<file path="src/rtl/fp_pkg.sv">
// Shared half-precision definitions for the convolution datapath:
// default field widths, exponent bias, canonical constants and the
// accumulator FSM state type.
package fp_pkg;

  localparam int FP_EXP_WIDTH = 5;
  localparam int FP_MAN_WIDTH = 10;
  localparam int FP_WIDTH     = FP_EXP_WIDTH + FP_MAN_WIDTH + 1;
  localparam int EXP_BIAS     = (1 << (FP_EXP_WIDTH - 1)) - 1;

  localparam logic [15:0] FP_ZERO    = 16'h0000;
  localparam logic [15:0] FP_MAX_POS = 16'h7BFF;
  localparam logic [15:0] FP_MAX_NEG = 16'hFBFF;

  typedef enum logic {
    ACCUM = 1'b0,
    HOLD  = 1'b1
  } state_t;

endpackage

</file>
<file path="src/rtl/fp_add_comb.sv">
// Combinational floating-point adder, no subnormals, one guard bit,
// truncating rounding and saturation to max finite on overflow.
// Exponent-zero operands are signed zero; all-ones exponents (Inf/NaN)
// are clamped to max finite with their sign.
module fp_add_comb #(
  parameter int EXPONENT_WIDTH = 5,
  parameter int MANTISSA_WIDTH = 10
) (
  input  logic [EXPONENT_WIDTH+MANTISSA_WIDTH:0] a,
  input  logic [EXPONENT_WIDTH+MANTISSA_WIDTH:0] b,
  output logic [EXPONENT_WIDTH+MANTISSA_WIDTH:0] sum
);

  localparam int EW = EXPONENT_WIDTH;
  localparam int MW = MANTISSA_WIDTH;
  localparam int W  = EW + MW + 1;
  localparam logic [EW-1:0] EXP_ONES = {EW{1'b1}};
  localparam logic [EW-1:0] EXP_MAXF = {{(EW-1){1'b1}}, 1'b0};

  logic          sign_a, sign_b, sign_l, sign_s;
  logic [EW-1:0] exp_a, exp_b, exp_l, exp_s;
  logic [MW:0]   sig_a, sig_b, sig_l, sig_s;
  logic [MW+1:0] al_l, al_s;
  logic [MW+2:0] raw;
  int            diff_i, exp_i, lz;

  // unpack, align the smaller operand, add/subtract, normalize, pack
  always_comb begin
    sign_a = a[W-1];
    exp_a  = a[W-2:MW];
    sig_a  = {1'b1, a[MW-1:0]};
    if (exp_a == '0) begin
      sig_a = '0;
    end else if (exp_a == EXP_ONES) begin
      exp_a = EXP_MAXF;
      sig_a = '1;
    end
    sign_b = b[W-1];
    exp_b  = b[W-2:MW];
    sig_b  = {1'b1, b[MW-1:0]};
    if (exp_b == '0) begin
      sig_b = '0;
    end else if (exp_b == EXP_ONES) begin
      exp_b = EXP_MAXF;
      sig_b = '1;
    end

    // larger magnitude becomes the reference operand
    if ({exp_b, sig_b} > {exp_a, sig_a}) begin
      sign_l = sign_b; exp_l = exp_b; sig_l = sig_b;
      sign_s = sign_a; exp_s = exp_a; sig_s = sig_a;
    end else begin
      sign_l = sign_a; exp_l = exp_a; sig_l = sig_a;
      sign_s = sign_b; exp_s = exp_b; sig_s = sig_b;
    end

    diff_i = int'(exp_l) - int'(exp_s);
    exp_i  = int'(exp_l);
    al_l   = {sig_l, 1'b0};
    if (diff_i >= MW + 2) al_s = '0;
    else                  al_s = {sig_s, 1'b0} >> diff_i;

    lz = 0;
    if (sign_l == sign_s) begin
      raw = {1'b0, al_l} + {1'b0, al_s};
      if (raw[MW+2]) begin
        raw   = raw >> 1;
        exp_i = exp_i + 1;
      end
    end else begin
      raw = {1'b0, al_l - al_s};
      // highest set bit wins because the scan runs upward
      for (int i = 0; i <= MW + 1; i++) begin
        if (raw[i]) lz = MW + 1 - i;
      end
      raw   = raw << lz;
      exp_i = exp_i - lz;
    end

    if (raw == '0 || exp_i < 1) begin
      sum = '0;
    end else if (exp_i >= (1 << EW) - 1) begin
      sum = {sign_l, EXP_MAXF, {MW{1'b1}}};
    end else begin
      sum = {sign_l, exp_i[EW-1:0], raw[MW:1]};
    end
  end

endmodule

</file>
<file path="src/rtl/fp_accum.sv">
// Window accumulator behind the FP multiplier: sums KERNEL_SIZE products
// and offers the result on a valid/ready port. While a result is held no
// new product is accepted.
// Optional macro FP_ACCUM_BIAS_EN adds a bias port that seeds the
// accumulator at reset and at every window start.
module fp_accum
  import fp_pkg::*;
#(
  parameter int EXPONENT_WIDTH = FP_EXP_WIDTH,
  parameter int MANTISSA_WIDTH = FP_MAN_WIDTH,
  parameter int KERNEL_SIZE    = 9
) (
  input  logic                                   clk,
  input  logic                                   rst,
  input  logic                                   in_valid,
  output logic                                   in_ready,
  input  logic [EXPONENT_WIDTH+MANTISSA_WIDTH:0] in_data,
  output logic                                   out_valid,
  input  logic                                   out_ready,
  output logic [EXPONENT_WIDTH+MANTISSA_WIDTH:0] out_data
`ifdef FP_ACCUM_BIAS_EN
  ,
  input  logic [EXPONENT_WIDTH+MANTISSA_WIDTH:0] bias
`endif
);

  localparam int W = EXPONENT_WIDTH + MANTISSA_WIDTH + 1;
  localparam logic [7:0] LAST_COUNT = 8'(KERNEL_SIZE - 1);

  state_t         state_reg;
  logic [7:0]     count_reg;
  logic [W-1:0]   acc_reg;
  logic [W-1:0]   out_data_reg;
  logic           out_valid_reg;
  logic           in_ready_reg;
  logic [W-1:0]   sum_next;
  logic [W-1:0]   acc_init;

`ifdef FP_ACCUM_BIAS_EN
  assign acc_init = bias;
`else
  assign acc_init = '0;
`endif

  fp_add_comb #(
    .EXPONENT_WIDTH(EXPONENT_WIDTH),
    .MANTISSA_WIDTH(MANTISSA_WIDTH)
  ) u_add (
    .a  (acc_reg),
    .b  (in_data),
    .sum(sum_next)
  );

  assign in_ready  = in_ready_reg;
  assign out_valid = out_valid_reg;
  assign out_data  = out_data_reg;

  // window FSM: accumulate products, then hold the result until taken
  always_ff @(posedge clk) begin
    if (rst) begin
      state_reg     <= ACCUM;
      count_reg     <= '0;
      acc_reg       <= acc_init;
      out_data_reg  <= '0;
      out_valid_reg <= 1'b0;
      in_ready_reg  <= 1'b1;
    end else begin
      case (state_reg)
        ACCUM: begin
          if (in_valid) begin
            if (count_reg == LAST_COUNT) begin
              out_data_reg  <= sum_next;
              out_valid_reg <= 1'b1;
              in_ready_reg  <= 1'b0;
              acc_reg       <= '0;
              count_reg     <= '0;
              state_reg     <= HOLD;
            end else begin
              acc_reg   <= sum_next;
              count_reg <= count_reg + 8'd1;
            end
          end
        end
        HOLD: begin
          if (out_ready) begin
            out_valid_reg <= 1'b0;
            in_ready_reg  <= 1'b1;
            acc_reg       <= acc_init;
            state_reg     <= ACCUM;
          end
        end
        default: state_reg <= ACCUM;
      endcase
    end
  end

endmodule

</file>
<file path="config.mk">
export PLATFORM = sky130hd
export DESIGN_NAME = fp_accum
export DESIGN_NICKNAME = d
export VERILOG_FILES = /design/src/rtl/fp_pkg.sv /design/src/rtl/fp_add_comb.sv /design/src/rtl/fp_accum.sv
export SDC_FILE = /design/constraint.sdc
export NUM_CORES = 1
export LEC_CHECK = 0
export CORE_MARGIN = 1
export CORE_UTILIZATION = 51
export CTS_CLUSTER_DIAMETER = 150
export DETAILED_ROUTE_END_ITERATION = 8
export GPL_ROUTABILITY_DRIVEN = 1
export PLACE_DENSITY = 0.7
export SLEW_MARGIN = 30
export SYNTH_ARGS = -nofsm -noshare
export SYNTH_HDL_FRONTEND = slang
export SYNTH_SLANG_ARGS = --single-unit
export TNS_END_PERCENT = 5
</file>
<file path="constraint.sdc">
create_clock -name clk -period 33 [get_ports clk]
set_clock_uncertainty 0.1 [all_clocks]
set_input_delay 4.95 -clock clk [delete_from_list [all_inputs] [get_ports clk]]
set_output_delay 4.95 -clock clk [all_outputs]
set_load 0.005 [all_outputs]
</file>
Yosys cells after proc, flatten, opt, wreduce, memory -nomap -nowiden
Cells that the tools add are included.
{"block": "classes", "n_lt_le_gt_ge": 4, "n_reduce_logical": 8, "n_bitwise": 1, "n_eq_ne": 7, "n_addsub": 6, "shifts": 2, "n_mux": 51}
{"cell": "32-bit two-way mux", "n": 3}
{"cell": "16-bit two-way mux", "n": 4}
{"cell": "4-bit two-way mux", "n": 12}
{"cell": "11-bit two-way mux", "n": 4}
{"cell": "32-bit by 5-bit greater-or-equal comparator with 1-bit output (second input constant)", "n": 1}
{"cell": "32-bit by 6-bit greater-or-equal comparator with 1-bit output (second input constant)", "n": 1}
{"cell": "32-bit by 2-bit < comparator with 1-bit output (second input constant)", "n": 1}
{"cell": "16-bit one-hot mux with 2 select lines", "n": 1}
{"cell": "12-bit by 32-bit left shift with 13-bit output", "n": 1}
{"cell": "12-bit by 32-bit >> shifter with 12-bit output", "n": 1}
{"cell": "6-bit by 32-bit subtractor with 32-bit output", "n": 1}
{"cell": "5-bit two-way mux", "n": 6}
{"cell": "12-bit two-way mux", "n": 2}
{"cell": "10-bit two-way mux", "n": 2}
{"cell": "16-bit greater-than comparator", "n": 1}
{"cell": "15-bit two-way mux", "n": 1}
{"cell": "12-bit by 12-bit adder with 13-bit output", "n": 1}
{"cell": "13-bit zero test", "n": 1}
{"cell": "13-bit two-way mux", "n": 1}
{"cell": "12-bit subtractor", "n": 1}
{"cell": "1-bit two-way mux", "n": 11}
{"cell": "5-bit equality test (second input constant)", "n": 2}
{"cell": "5-bit zero test", "n": 2}
{"cell": "8-bit by 1-bit adder with 8-bit output (second input constant)", "n": 1}
{"cell": "11 further kinds", "n": 17}
{"block": "totals", "ff_bits": 43, "in_bits": 20, "out_inout_bits": 18, "elab_cells": 85}

Depth between registers and ports, before layout
Gate-level depths: netlist of run 1.
{"block": "depth", "word_depth": 30, "mapped_depth": 52, "mapped_depth_nobuf": 49}

Hierarchy
Synthesis of run 1 repeated with hierarchy kept, for this count alone.
{"block": "hier_totals", "cells_unflattened": 919, "area_unflattened_um2": 6653.9}
{"module": "fp_add_comb", "cells_per_inst": 746, "instances": 1, "area_each_um2": 4848.4, "seq_area_each_um2": 0.0}
{"module": "fp_accum", "cells_per_inst": 173, "instances": 1, "area_each_um2": 1805.5, "seq_area_each_um2": 860.8}

Least setup slack after synthesis of run 1
No wires, ideal clock.
{"block": "synth_path", "kind": "input-to-reg", "from": "input in_data[12]", "to": "register out_data_reg[2] (netlist: out_data[2])", "path_buffers": 5, "required_ns": 32.831, "path_slack_ns": 19.157, "t_arrival_ns": 13.674, "setup_time_ns": 0.069, "path_stages": 46, "cell_sequence": "or4_1 -> clkbuf_1 -> nor2_1 -> inv_1 -> ha_1 -> nand2_1 -> nor4_2 -> a21bo_1 -> and4b_4 -> o211a_1 -> ha_1 -> clkbuf_1 -> inv_1 -> mux4_2 -> or2_2 -> a21oi_1 -> nand3_1 -> o21ai_0 -> (+10 left out) -> or3_1 -> o211ai_1 -> clkbuf_1 -> a21o_1 -> inv_1 -> ha_1 -> fa_1 -> inv_1 -> a21o_1 -> a21oi_1 -> ha_1 -> nand2_1 -> o21ai_0 -> a311o_1 -> a41oi_2 -> nand3_2 -> buf_6 -> o21ai_1"}
{"block": "synth_between", "elab_chain_cells": 27, "word_cells_on_any_way": 46, "classes_between": "add/sub: 5; order compare: 4; eq/ne: 2; shift: 2; mux: 30; reduce/logical: 3"}
{"element": "start: declaration", "line": "fp_accum.sv:17", "source": "input logic [EXPONENT_WIDTH+MANTISSA_WIDTH:0] in_data,"}
{"element": "5-bit equality test", "line": "fp_add_comb.sv:43", "source": "end else if (exp_b == EXP_ONES) begin"}
{"element": "10-bit two-way mux or 5-bit two-way mux (tied branches)", "line": "fp_add_comb.sv:43"}
{"element": "11-bit two-way mux or 5-bit two-way mux (tied branches)", "line": "fp_add_comb.sv:41", "source": "if (exp_b == '0) begin"}
{"element": "16-bit greater-than comparator", "line": "fp_add_comb.sv:49", "source": "if ({exp_b, sig_b} > {exp_a, sig_a}) begin"}
{"element": "5-bit two-way mux", "line": "fp_add_comb.sv:49"}
{"element": "5-bit by 5-bit subtractor with 6-bit output", "line": "fp_add_comb.sv:57", "source": "diff_i = int'(exp_l) - int'(exp_s);"}
{"element": "32-bit by 5-bit greater-or-equal comparator with 1-bit output or 12-bit by 32-bit >> shifter with 12-bit output (tied branches)", "line": "fp_add_comb.sv:60, fp_add_comb.sv:61"}
{"element": "12-bit two-way mux", "line": "fp_add_comb.sv:60", "source": "if (diff_i >= MW + 2) al_s = '0;"}
{"element": "12-bit subtractor", "line": "fp_add_comb.sv:71", "source": "raw = {1'b0, al_l - al_s};"}
{"element": "4-bit two-way mux (12 in series)", "line": "fp_add_comb.sv:74", "source": "if (raw[i]) lz = MW + 1 - i;"}
{"element": "32-bit two-way mux", "line": "fp_add_comb.sv:64", "source": "if (sign_l == sign_s) begin"}
{"element": "6-bit by 32-bit subtractor with 32-bit output or 12-bit by 32-bit left shift with 13-bit output (tied branches)", "line": "fp_add_comb.sv:77, fp_add_comb.sv:76"}
{"element": "32-bit two-way mux or 13-bit two-way mux (tied branches)", "line": "fp_add_comb.sv:64"}
{"element": "32-bit by 6-bit greater-or-equal comparator with 1-bit output (tied with other cells)", "line": "fp_add_comb.sv:82", "source": "end else if (exp_i >= (1 << EW) - 1) begin"}
{"element": "15-bit two-way mux or 1-bit logical OR (tied branches)", "line": "fp_add_comb.sv:82, fp_add_comb.sv:80"}
{"element": "16-bit two-way mux *", "line": "fp_add_comb.sv:80", "source": "if (raw == '0 || exp_i < 1) begin"}
{"element": "end signal: assignment", "line": "fp_accum.sv:72", "source": "out_data_reg <= sum_next;"}
{"element": "end: declaration", "line": "fp_accum.sv:33", "source": "logic [W-1:0] out_data_reg;"}
Every way passes the cells marked *; elsewhere a longest branch is shown, timed or not. The select of a mux whose other input is x is not followed.
A chain may end at the register's enable or synchronous reset.

Worst setup path after layout of run 1
{"block": "layout_path", "from": "input in_data[13]", "to": "register out_data_reg[8] (netlist: out_data[8])"}
Same word-level chain as after synthesis.

==> key figures, run 1 <==
Status
  • Status: complete, no violations

Placement
  • Port bufs: 37
  • GPL Wtd Cong: about 0.99
  • Post-DP Area: around 0.0063 mm^2
  • Hpwl dp: between 10 and 15 mm

Cells and area
  • Reg area: about 860 um^2
  • Area of the multi-input gates: 0.00457 mm^2
  • Final Instance Area: ~0.0064 mm^2
  • # diodes: 0
  • Area delta synth->final: 9.29%
  • Share of cells above drive strength 1: around 5.4%
  • Nets@finish: between 900 and 1000
  • # fillers: about 1100

Detailed routing
  • Initial DRT Pass Iterations: 7
  • DR DRC count: 0
  • DR WL met2: roughly 8.5 mm
  • Wl on met1: 8.56 mm
  • DR vias/cell: between 6 and 7
  • Post-DRT Antenna Nets: 0
  • Via count: between 6000 and 7000
  • Aggregate routed wire length: 18.8 mm
  • Routed len/inst: ~19 um
  • Top Metal Used: met4
  • WL met3: around 1.2 mm
  • DR iter-0 viols: around 640

CTS
  • Clock sink count: 43
  • Hold buffers post-CTS: 0
  • Post-cts sizing count: 0
  • TritonCTS buffer count: 5
  • H-tree depth: 2
  • Worst-skew pair later-pin latency: about 0.28 ns
  • Max clock buf depth: 2
  • Clk slew on worst S/H paths: ~0.060 ns
  • Setup Fix Bufs, Post-CTS: 0
  • Root buffer cell: clkbuf_16
  • TritonCTS clock tree: built

Synthesis
  • Synth Flop Type: dfxtp_1
  • EDFF count, synth: 0
  • Post-synth ARST share: 0%
  • Register area share after synthesis: approximately 15%
  • Area contributors post-synth: dfxtp_1 (15%), ha_1 (10%), a21oi_1 (8.5%), nand2_1 (6.2%), nor2_1 (5.9%)
  • Yosys top cell area share: between 10% and 20%
  • Synthesized instance count: 863
  • Syn_area_per_cell: 6.82 um^2
  • Synth Register Bits: between 40 and 50
  • Synth cell types: 86
  • Syn_nets: just over 900
  • Largest area contributor in the netlist: dfxtp_1
  • Yosys warns: 0
  • Area of the mapped netlist: between 0.005 and 0.006 mm^2

Floorplan
  • IO Pins: 38
  • Core area: 0.0110 mm^2
  • Die W: 109 um
  • Row count: 38
  • Starting Density: about 53%
  • Die ar.: about 0.012 mm^2
  • Die height: between 100 and 150 um

Min path
  • Hold Crit Class: reg -> reg

Timing
  • Final period util: 49.8%
  • Endpoints failing setup: 0
  • TNS Setup: 0 ns
  • Period minus WS final: between 15 and 20 ns
  • Final Max Tran Viols: 0
  • Final hold vios: 0
  • RSZ-0062 raised after global routing: no
  • Slew @ Worst Pin: 0.870 ns
  • Relative slew margins: between 40% and 50%
  • Max frequency: a little over 0.06 GHz

Run
  • Max-cap viol count: 0

GRT
  • Initial antenna violation count: 0
  • Total Routing Usage GR: 31.8%
  • Largest net degree at the start of global routing: 44
  • Number of global-route vias before repair: ~5800
  • First-pass GRT wire length: slightly below 30 mm
  • Grt total ovfl: 0

Critical path
  • Crit path kind: in -> reg
  • Worst Path Max Fanout: 20
  • Max incr delay on CP: just over 0.8 ns
  • Critical Path AT: roughly 17 ns
  • Cell mode on critical path: a21oi_1
  • Worst EP required: roughly 33 ns
  • Crit end category: register
  • Crit-path slowest cell: clkdlybuf4s50_1
  • Critical Path Start Type: input port
## final cells by class
type                       count  area share, %
sequential                    43           13.4
multi-input combinational    706           71.1
clock buffer                   6           2.16
clock inverter                 2          0.603
inverter                      66           3.93
tap                          140           2.72
timing repair buffer          40           6.11
## cells by family (layout without fill, tap and decap cells)
kind of cell,Yosys count,count (layout),share of synthesized area (%)
flops,43,43,14.6
simple gates,318,318,26.0
xor+xnor,36,36,5.36
buf+inv,114,114,7.87
compound gates,282,282,31.1
mux,19,19,3.91
fa+ha+maj,51,51,11.2
## metrics by stage
stage / hold slack, ns / utilization, % / worst slack (ns) / instances
2_1_floorplan: 0.325 / - / 19.16 / 863
3_3_place_gp: 0.340 / 56.6 / 16.66 / 995
3_5_place_dp: 0.344 / 56.7 / 16.65 / 995
4_1_cts: 0.354 / 58.3 / 16.82 / 1003
5_1_grt: 0.362 / 58.3 / 15.72 / 1003
6_report: 0.353 / 58.3 / 16.58 / 1003
## routing by layer
| metal | GRT usage [%] | vias up |
|---|---|---|
| li1 | - | 3089 |
| met1 | 43.3 | 2957 |
| met2 | 51.8 | 290 |
| met3 | 3.56 | 36 |
| met5 | 0 | - |
| met4 | 11.0 | 0 |
## layout by cell type, fill, tap and decap left out, types with 15 or more instances in the layout
cell | netlist | layout
inv_1 | 65 | 65
nand2_1 | 97 | 97
a21oi_1 | 100 | 99
dfxtp_1 | 43 | 43
o21ai_1 | 31 | 31
and3_1 | 15 | 15
nand3_1 | 19 | 19
o21ai_0 | 31 | 31
nor2_1 | 93 | 93
xnor2_1 | 24 | 23
ha_1 | 48 | 48
nand4_1 | 15 | 15
clkdlybuf4s50_1 | 0 | 37
## synthesized netlist by cell type, drive strengths merged, types with 6 or more instances
cell type    n
nor2        95
a31oi        7
nand4       16
and2        10
xor2        12
mux2i       14
inv         66
a211o        6
clkbuf      36
buf         12
nor3        14
xnor2       24
a21o         6
nor4         6
nand2b      11
a211oi      11
a21oi      100
o211a        6
dfxtp       43
nor2b        8
or2          8
o21ai       63
and3        15
nand2       99
o211ai      12
nand3       20
ha          48
o21bai      13
## critical path, delay by kind of cell
family	cells	cell delay [ns]
buffers and inverters	6	1.49
adders and majority gates	6	2.82
xor gates and xnor gates	1	0.27
AOI/OAI and AO/OA	23	5.05
and+or+nand+nor	10	1.89
## path summary, 6_finish.rpt
kind	cells past startpoint	slack (ns)	to	from
setup reg to reg	45	21.62	out_data[8]$_SDFFE_PP0P_	acc_reg[12]$_SDFFE_PP0P_
hold reg to reg	2	0.35	out_data[6]$_SDFFE_PP0P_	out_data[6]$_SDFFE_PP0P_
setup / recovery	46	16.58	out_data[8]$_SDFFE_PP0P_	in_data[13]
hold / removal	2	0.35	out_data[6]$_SDFFE_PP0P_	out_data[6]$_SDFFE_PP0P_
Power of run 1 is left out: the tool's default activity adds up to more than one toggle a clock period on the data nets, which glitch-free logic cannot reach.
==> inputs of run 2 (changes only) <==
--- a/config.mk
+++ b/config.mk
@@ -10,7 +10,7 @@
 export CTS_CLUSTER_DIAMETER = 150
 export DETAILED_ROUTE_END_ITERATION = 8
 export GPL_ROUTABILITY_DRIVEN = 1
-export PLACE_DENSITY = 0.7
+export PLACE_DENSITY = 0.73
 export SLEW_MARGIN = 30
 export SYNTH_ARGS = -nofsm -noshare
 export SYNTH_HDL_FRONTEND = slang
==> constraint.sdc (replaced) <==
create_clock -name clk -period 14.8 [get_ports clk]
set_clock_uncertainty 0.1 [all_clocks]
set_input_delay 2.22 -clock clk [delete_from_list [all_inputs] [get_ports clk]]
set_output_delay 2.22 -clock clk [all_outputs]
set_load 0.005 [all_outputs]
==> run 2 against run 1 <==
First-iteration DRC count fell by 21%. Critical path depth did not move. Via count fell by 0.63%. Non-clock buffer count rose by 1. Global-route usage fell by 0.59 points. Cell count did not move. Critical path type unchanged. Critical endpoint is now out_data[9]$_SDFFE_PP0P_. Highest routed layer unchanged.
==> key figures, run 2 (synthesized netlist as in run 1, its figures left out) <==
Critical path
  • Reg2reg start: acc_reg[11]$_SDFFE_PP0P_
  • Critical Path Start Type: input port
  • Worst EP required: 14.90 ns (-18.21 ns)
  • Max incr delay on CP: 0.79 ns (-0.03 ns)
  • Crit end category: register
  • Reg2reg end: out_data[9]$_SDFFE_PP0P_
  • FF-to-FF path depth: 45 (unchanged)
  • Cell mode on critical path: a21oi_1
  • Worst Path Max Fanout: 20 (unchanged)
  • Critical Path AT: 13.81 ns (-2.73 ns)
  • Crit path kind: in -> reg
  • Crit-path slowest cell: clkdlybuf4s50_1
  • R2R setup slack: 3.33 ns (-18.29 ns)

GRT
  • Number of global-route vias before repair: 5746 (-0.52%)
  • Initial antenna violation count: 0 (unchanged)
  • Total Routing Usage GR: 31.2% (-0.59 points)
  • First-pass GRT wire length: 29.4 mm (-0.72%)
  • Largest net degree at the start of global routing: 44 (unchanged)
  • Grt total ovfl: 0 (unchanged)

Run
  • Max-cap viol count: 0 (unchanged)

CTS
  • Clock sink count: 43 (unchanged)
  • Worst-skew pair later-pin latency: 0.28 ns (about the same)
  • Post-cts sizing count: 0 (unchanged)
  • H-tree depth: 2 (unchanged)
  • TritonCTS clock tree: built
  • Setup Fix Bufs, Post-CTS: 0 (unchanged)
  • Max clock buf depth: 2 (unchanged)
  • Root buffer cell: clkbuf_16
  • Clk slew on worst S/H paths: 0.06 ns (about the same)
  • TritonCTS buffer count: 5 (unchanged)
  • Hold buffers post-CTS: 0 (unchanged)

Detailed routing
  • DR iter-0 viols: 505 (-21%)
  • DR DRC count: 0 (unchanged)
  • Post-DRT Antenna Nets: 0 (unchanged)
  • Routed len/inst: 18.3 um (-2.3%)
  • Via count: 6332 (-0.63%)
  • DR vias/cell: 6.31 (-0.63%)
  • Aggregate routed wire length: 18.4 mm (-2.3%)
  • Initial DRT Pass Iterations: 5 (-2)

Min path
  • WHS Endpoint: acc_reg[7]$_SDFFE_PP0P_
  • Hold Crit Class: reg -> reg
  • Hold depth: 2 (unchanged)
  • Min-delay src: acc_reg[7]$_SDFFE_PP0P_

Floorplan
  • Row count: 38 (unchanged)
  • IO Pins: 38 (unchanged)
  • Die ar.: 0.0120 mm^2 (unchanged)
  • Die W: 109 um (unchanged)
  • Core area: 0.0110 mm^2 (unchanged)
  • Starting Density: 53.4% (unchanged)
  • Die height: 109 um (unchanged)

Cells and area
  • # fillers: 1047 (-3.7%)
  • # diodes: 0 (unchanged)
  • Share of cells above drive strength 1: 5.45% (unchanged)
  • Most frequent cells in the layout: a21oi_1 (99), nand2_1 (97), nor2_1 (93)
  • Reg area: 861 um^2 (unchanged)
  • Area delta synth->final: 8.84%
  • Most common cell after layout, fill and taps aside: a21oi_1
  • Area of the multi-input gates: 0.00457 mm^2 (unchanged)
  • Nets@finish: 934 (+0.11%)

Timing
  • Relative slew margins: 42.8% (+1.1 points)
  • Final hold slack: 0.347 ns (-0.00614 ns)
  • Final period util: between 90 and 100%
  • Endpoints failing setup: 0 (unchanged)
  • RSZ-0062 raised after global routing: no
  • Final Max Tran Viols: 0 (unchanged)
  • Period minus WS final: about 14 ns
  • Slew @ Worst Pin: 0.849 ns (-0.0212 ns)
  • TNS Setup: 0 ns (unchanged)
  • Max frequency: roughly 0.073 GHz
  • Final hold vios: 0 (unchanged)

Placement
  • Port bufs: 37 (unchanged)
  • Hpwl dp: 14.7 mm (-1.8%)
  • GPL Wtd Cong: 0.966 (-2.3%)

Status
  • Status: complete, no violations
run 2: critical path: cells and delay by family:
| family | cells | cell delay, ns |
|---|---|---|
| adder cells (fa/ha/maj) | 6 | 2.82 |
| buffers and inverters | 6 | 1.49 |
| XOR/XNOR | 1 | 0.26 |
| AND/OR/NAND/NOR | 10 | 1.88 |
| AO/OA/AOI/OAI | 23 | 5.13 |
run 2: worst max-delay path by stage:
stage | from | endpoint | slack (ns) | depth (start not counted)
floorplan | in_data[12] | out_data[2]$_SDFFE_PP0P_ | 3.69 | 46
global placement | in_data[11] | out_data[8]$_SDFFE_PP0P_ | 1.18 | 47
detailed placement | in_data[13] | out_data[9]$_SDFFE_PP0P_ | 1.09 | 46
CTS | in_data[13] | out_data[9]$_SDFFE_PP0P_ | 1.33 | 46
global route | in_data[13] | out_data[9]$_SDFFE_PP0P_ | 0.32 | 46
finish | in_data[13] | out_data[9]$_SDFFE_PP0P_ | 1.09 | 46
run 2: metrics by stage:
stage          setup slack, ns  util [%]  instance area (um^2)  instances
6_report                  1.09      58.1                  6410       1003
3_3_place_gp              1.18      56.7                  6250        996
5_1_grt                  0.316      58.1                  6410       1003
4_1_cts                   1.33      58.1                  6410       1003
2_1_floorplan             3.69         -                  5890        863
3_5_place_dp              1.09      56.8                  6260        996
run 2: final cells by class:
class	instances	area share [%]
Multi-Input combinational cell	706	71.4
Sequential cell	43	13.4
Timing Repair Buffer	41	6.25
Inverter	66	3.95
Tap cell	140	2.73
Clock buffer	6	2.17
Clock inverter	1	0.0781
run 2: routing by layer:
layer,vias up,part of all wire (%),global-route usage [%]
li1,3089,-,-
met1,2945,45,42.6
met2,267,46,52.7
met3,31,7.0,2.43
met4,0,1.9,8.19
met5,-,0,0
Power of run 2 is left out for the same reason.
==> inputs of run 3 (changes only) <==
--- a/config.mk
+++ b/config.mk
@@ -10,7 +10,7 @@
 export CTS_CLUSTER_DIAMETER = 150
 export DETAILED_ROUTE_END_ITERATION = 8
 export GPL_ROUTABILITY_DRIVEN = 1
-export PLACE_DENSITY = 0.73
+export PLACE_DENSITY = 0.75
 export SLEW_MARGIN = 30
 export SYNTH_ARGS = -nofsm -noshare
 export SYNTH_HDL_FRONTEND = slang
==> constraint.sdc (replaced) <==
create_clock -name clk -period 14.9 [get_ports clk]
set_clock_uncertainty 0.1 [all_clocks]
set_input_delay 2.235 -clock clk [delete_from_list [all_inputs] [get_ports clk]]
set_output_delay 2.235 -clock clk [all_outputs]
set_load 0.005 [all_outputs]
==> run 3 against run 2 <==
Sequential share of layout area hardly changed. Critical path depth is 1 higher. Via count is 1.2% lower. Non-clock buffer count stayed put. Utilization is 0.20 points higher. Flip-flop and latch count stayed put. Register-to-register slack better by 0.22 ns. Largest cell class unchanged.
==> key figures, run 3 (synthesized netlist as in run 1, its figures left out) <==
Timing
  • Final hold vios: 0 (unchanged)
  • Relative slew margins: 33.2% (-9.6 points)
  • Slew @ Worst Pin: 0.994 ns (+0.146 ns)
  • TNS Setup: 0 ns (unchanged)
  • Final Max Tran Viols: 0 (unchanged)
  • RSZ-0062 raised after global routing: no
  • Period minus WS final: around 14 ns
  • Endpoints failing setup: 0 (unchanged)
  • Max frequency: 0.0733 GHz
  • Final period util: 91.6%
  • Final hold slack: 0.350 ns (+0.00335 ns)

GRT
  • Initial antenna violation count: 0 (unchanged)
  • Largest net degree at the start of global routing: 44 (unchanged)
  • First-pass GRT wire length: 28.1 mm (-4.3%)
  • Grt total ovfl: 0 (unchanged)
  • Total Routing Usage GR: 29.8% (-1.3 points)
  • Number of global-route vias before repair: 5617 (-2.2%)

CTS
  • Worst-skew pair later-pin latency: 0.28 ns (about the same)
  • Post-cts sizing count: 0 (unchanged)
  • TritonCTS clock tree: built
  • Setup Fix Bufs, Post-CTS: 0 (unchanged)
  • Hold buffers post-CTS: 0 (unchanged)
  • Clk slew on worst S/H paths: 0.05 ns (about the same)
  • Root buffer cell: clkbuf_16
  • TritonCTS buffer count: 5 (unchanged)
  • Max clock buf depth: 2 (unchanged)
  • Clock sink count: 43 (unchanged)
  • H-tree depth: 2 (unchanged)

Detailed routing
  • Initial DRT Pass Iterations: 5 (unchanged)
  • Post-DRT Antenna Nets: 0 (unchanged)
  • DR DRC count: 0 (unchanged)
  • DR vias/cell: 6.23 (-1.3%)
  • Via count: 6258 (-1.2%)
  • DR iter-0 viols: 767 (+52%)
  • Aggregate routed wire length: 17.5 mm (-4.8%)
  • Routed len/inst: 17.4 um (-4.9%)

Placement
  • GPL Wtd Cong: 0.947 (-2.0%)
  • Hpwl dp: 14.0 mm (-5.1%)
  • Port bufs: 37 (unchanged)

Critical path
  • Worst Path Max Fanout: 20 (unchanged)
  • Crit path kind: in -> reg
  • Crit path launch: in_data[13]
  • Crit-path slowest cell: clkdlybuf4s50_1
  • Max incr delay on CP: 0.82 ns (+0.03 ns)
  • Cell mode on critical path: a21oi_1
  • Reg2reg start: acc_reg[11]$_SDFFE_PP0P_
  • Worst EP required: 15.00 ns (+0.10 ns)
  • Critical Path AT: 13.74 ns (-0.07 ns)
  • Critical Path Start Type: input port
  • Crit end category: register

Status
  • Status: complete, no violations

Floorplan
  • Die W: 109 um (unchanged)
  • IO Pins: 38 (unchanged)
  • Row count: 38 (unchanged)
  • Starting Density: 53.4% (unchanged)
  • Die height: 109 um (unchanged)
  • Die ar.: 0.0120 mm^2 (unchanged)
  • Core area: 0.0110 mm^2 (unchanged)

Run
  • Max-cap viol count: 0 (unchanged)

Cells and area
  • Area delta synth->final: 9.23%
  • Reg area: 861 um^2 (unchanged)
  • Most common cell after layout, fill and taps aside: a21oi_1
  • Area of the multi-input gates: 0.00457 mm^2 (-0.16%)
  • Share of cells above drive strength 1: 5.44% (-0.0063 points)
  • # fillers: 1061 (+1.3%)
  • Nets@finish: 934 (unchanged)
  • Most frequent cells in the layout: a21oi_1 (99), nand2_1 (97), nor2_1 (93)
  • # diodes: 0 (unchanged)

Min path
  • Hold Crit Class: reg -> reg
  • Min-delay src: out_data[7]$_SDFFE_PP0P_
==> run 3: critical path, delay by kind of cell <==
kind                       cells  cell delay [ns]
xor gates and xnor gates       1             0.49
AOI/OAI and AO/OA             23             5.00
buffers and inverters          6             1.50
adders and majority gates      6             2.45
and+or+nand+nor               11             2.04
==> run 3: stage by stage <==
step	setup slack (ns)	instances	area (um^2)	utilization [%]
finish	1.26	1004	6430	58.3
CTS	1.49	1004	6430	58.3
global placement	1.54	996	6250	56.7
detailed placement	1.25	996	6250	56.7
floorplan	3.77	863	5890	-
global route	0.342	1004	6430	58.3
==> run 3: layer usage <==
layer | wire [um] | up-vias | global-route usage, %
li1 | - | 3081 | -
met1 | 8160 | 2907 | 41.6
met2 | 7860 | 235 | 48.7
met3 | 1110 | 35 | 4.21
met4 | 356 | 0 | 6.67
met5 | 0 | - | 0
==> run 3: cell type report <==
cell class	count	share of cell area [%]
multi-input combinational	706	71.0
sequential	43	13.4
timing repair buffer	41	6.23
inverter	66	3.93
tap	140	2.72
clock buffer	6	2.16
clock inverter	2	0.545
==> run 3: worst paths after layout <==
check / endpoint / slack (ns) / cells past startpoint
worst max-delay path: out_data[9]$_SDFFE_PP0P_ / 1.26 / 47
worst min-delay path: out_data[7]$_SDFFE_PP0P_ / 0.35 / 2
worst max register to register: out_data[9]$_SDFFE_PP0P_ / 3.55 / 46
worst min register to register: out_data[7]$_SDFFE_PP0P_ / 0.35 / 2
Power of run 3 is left out for the same reason.
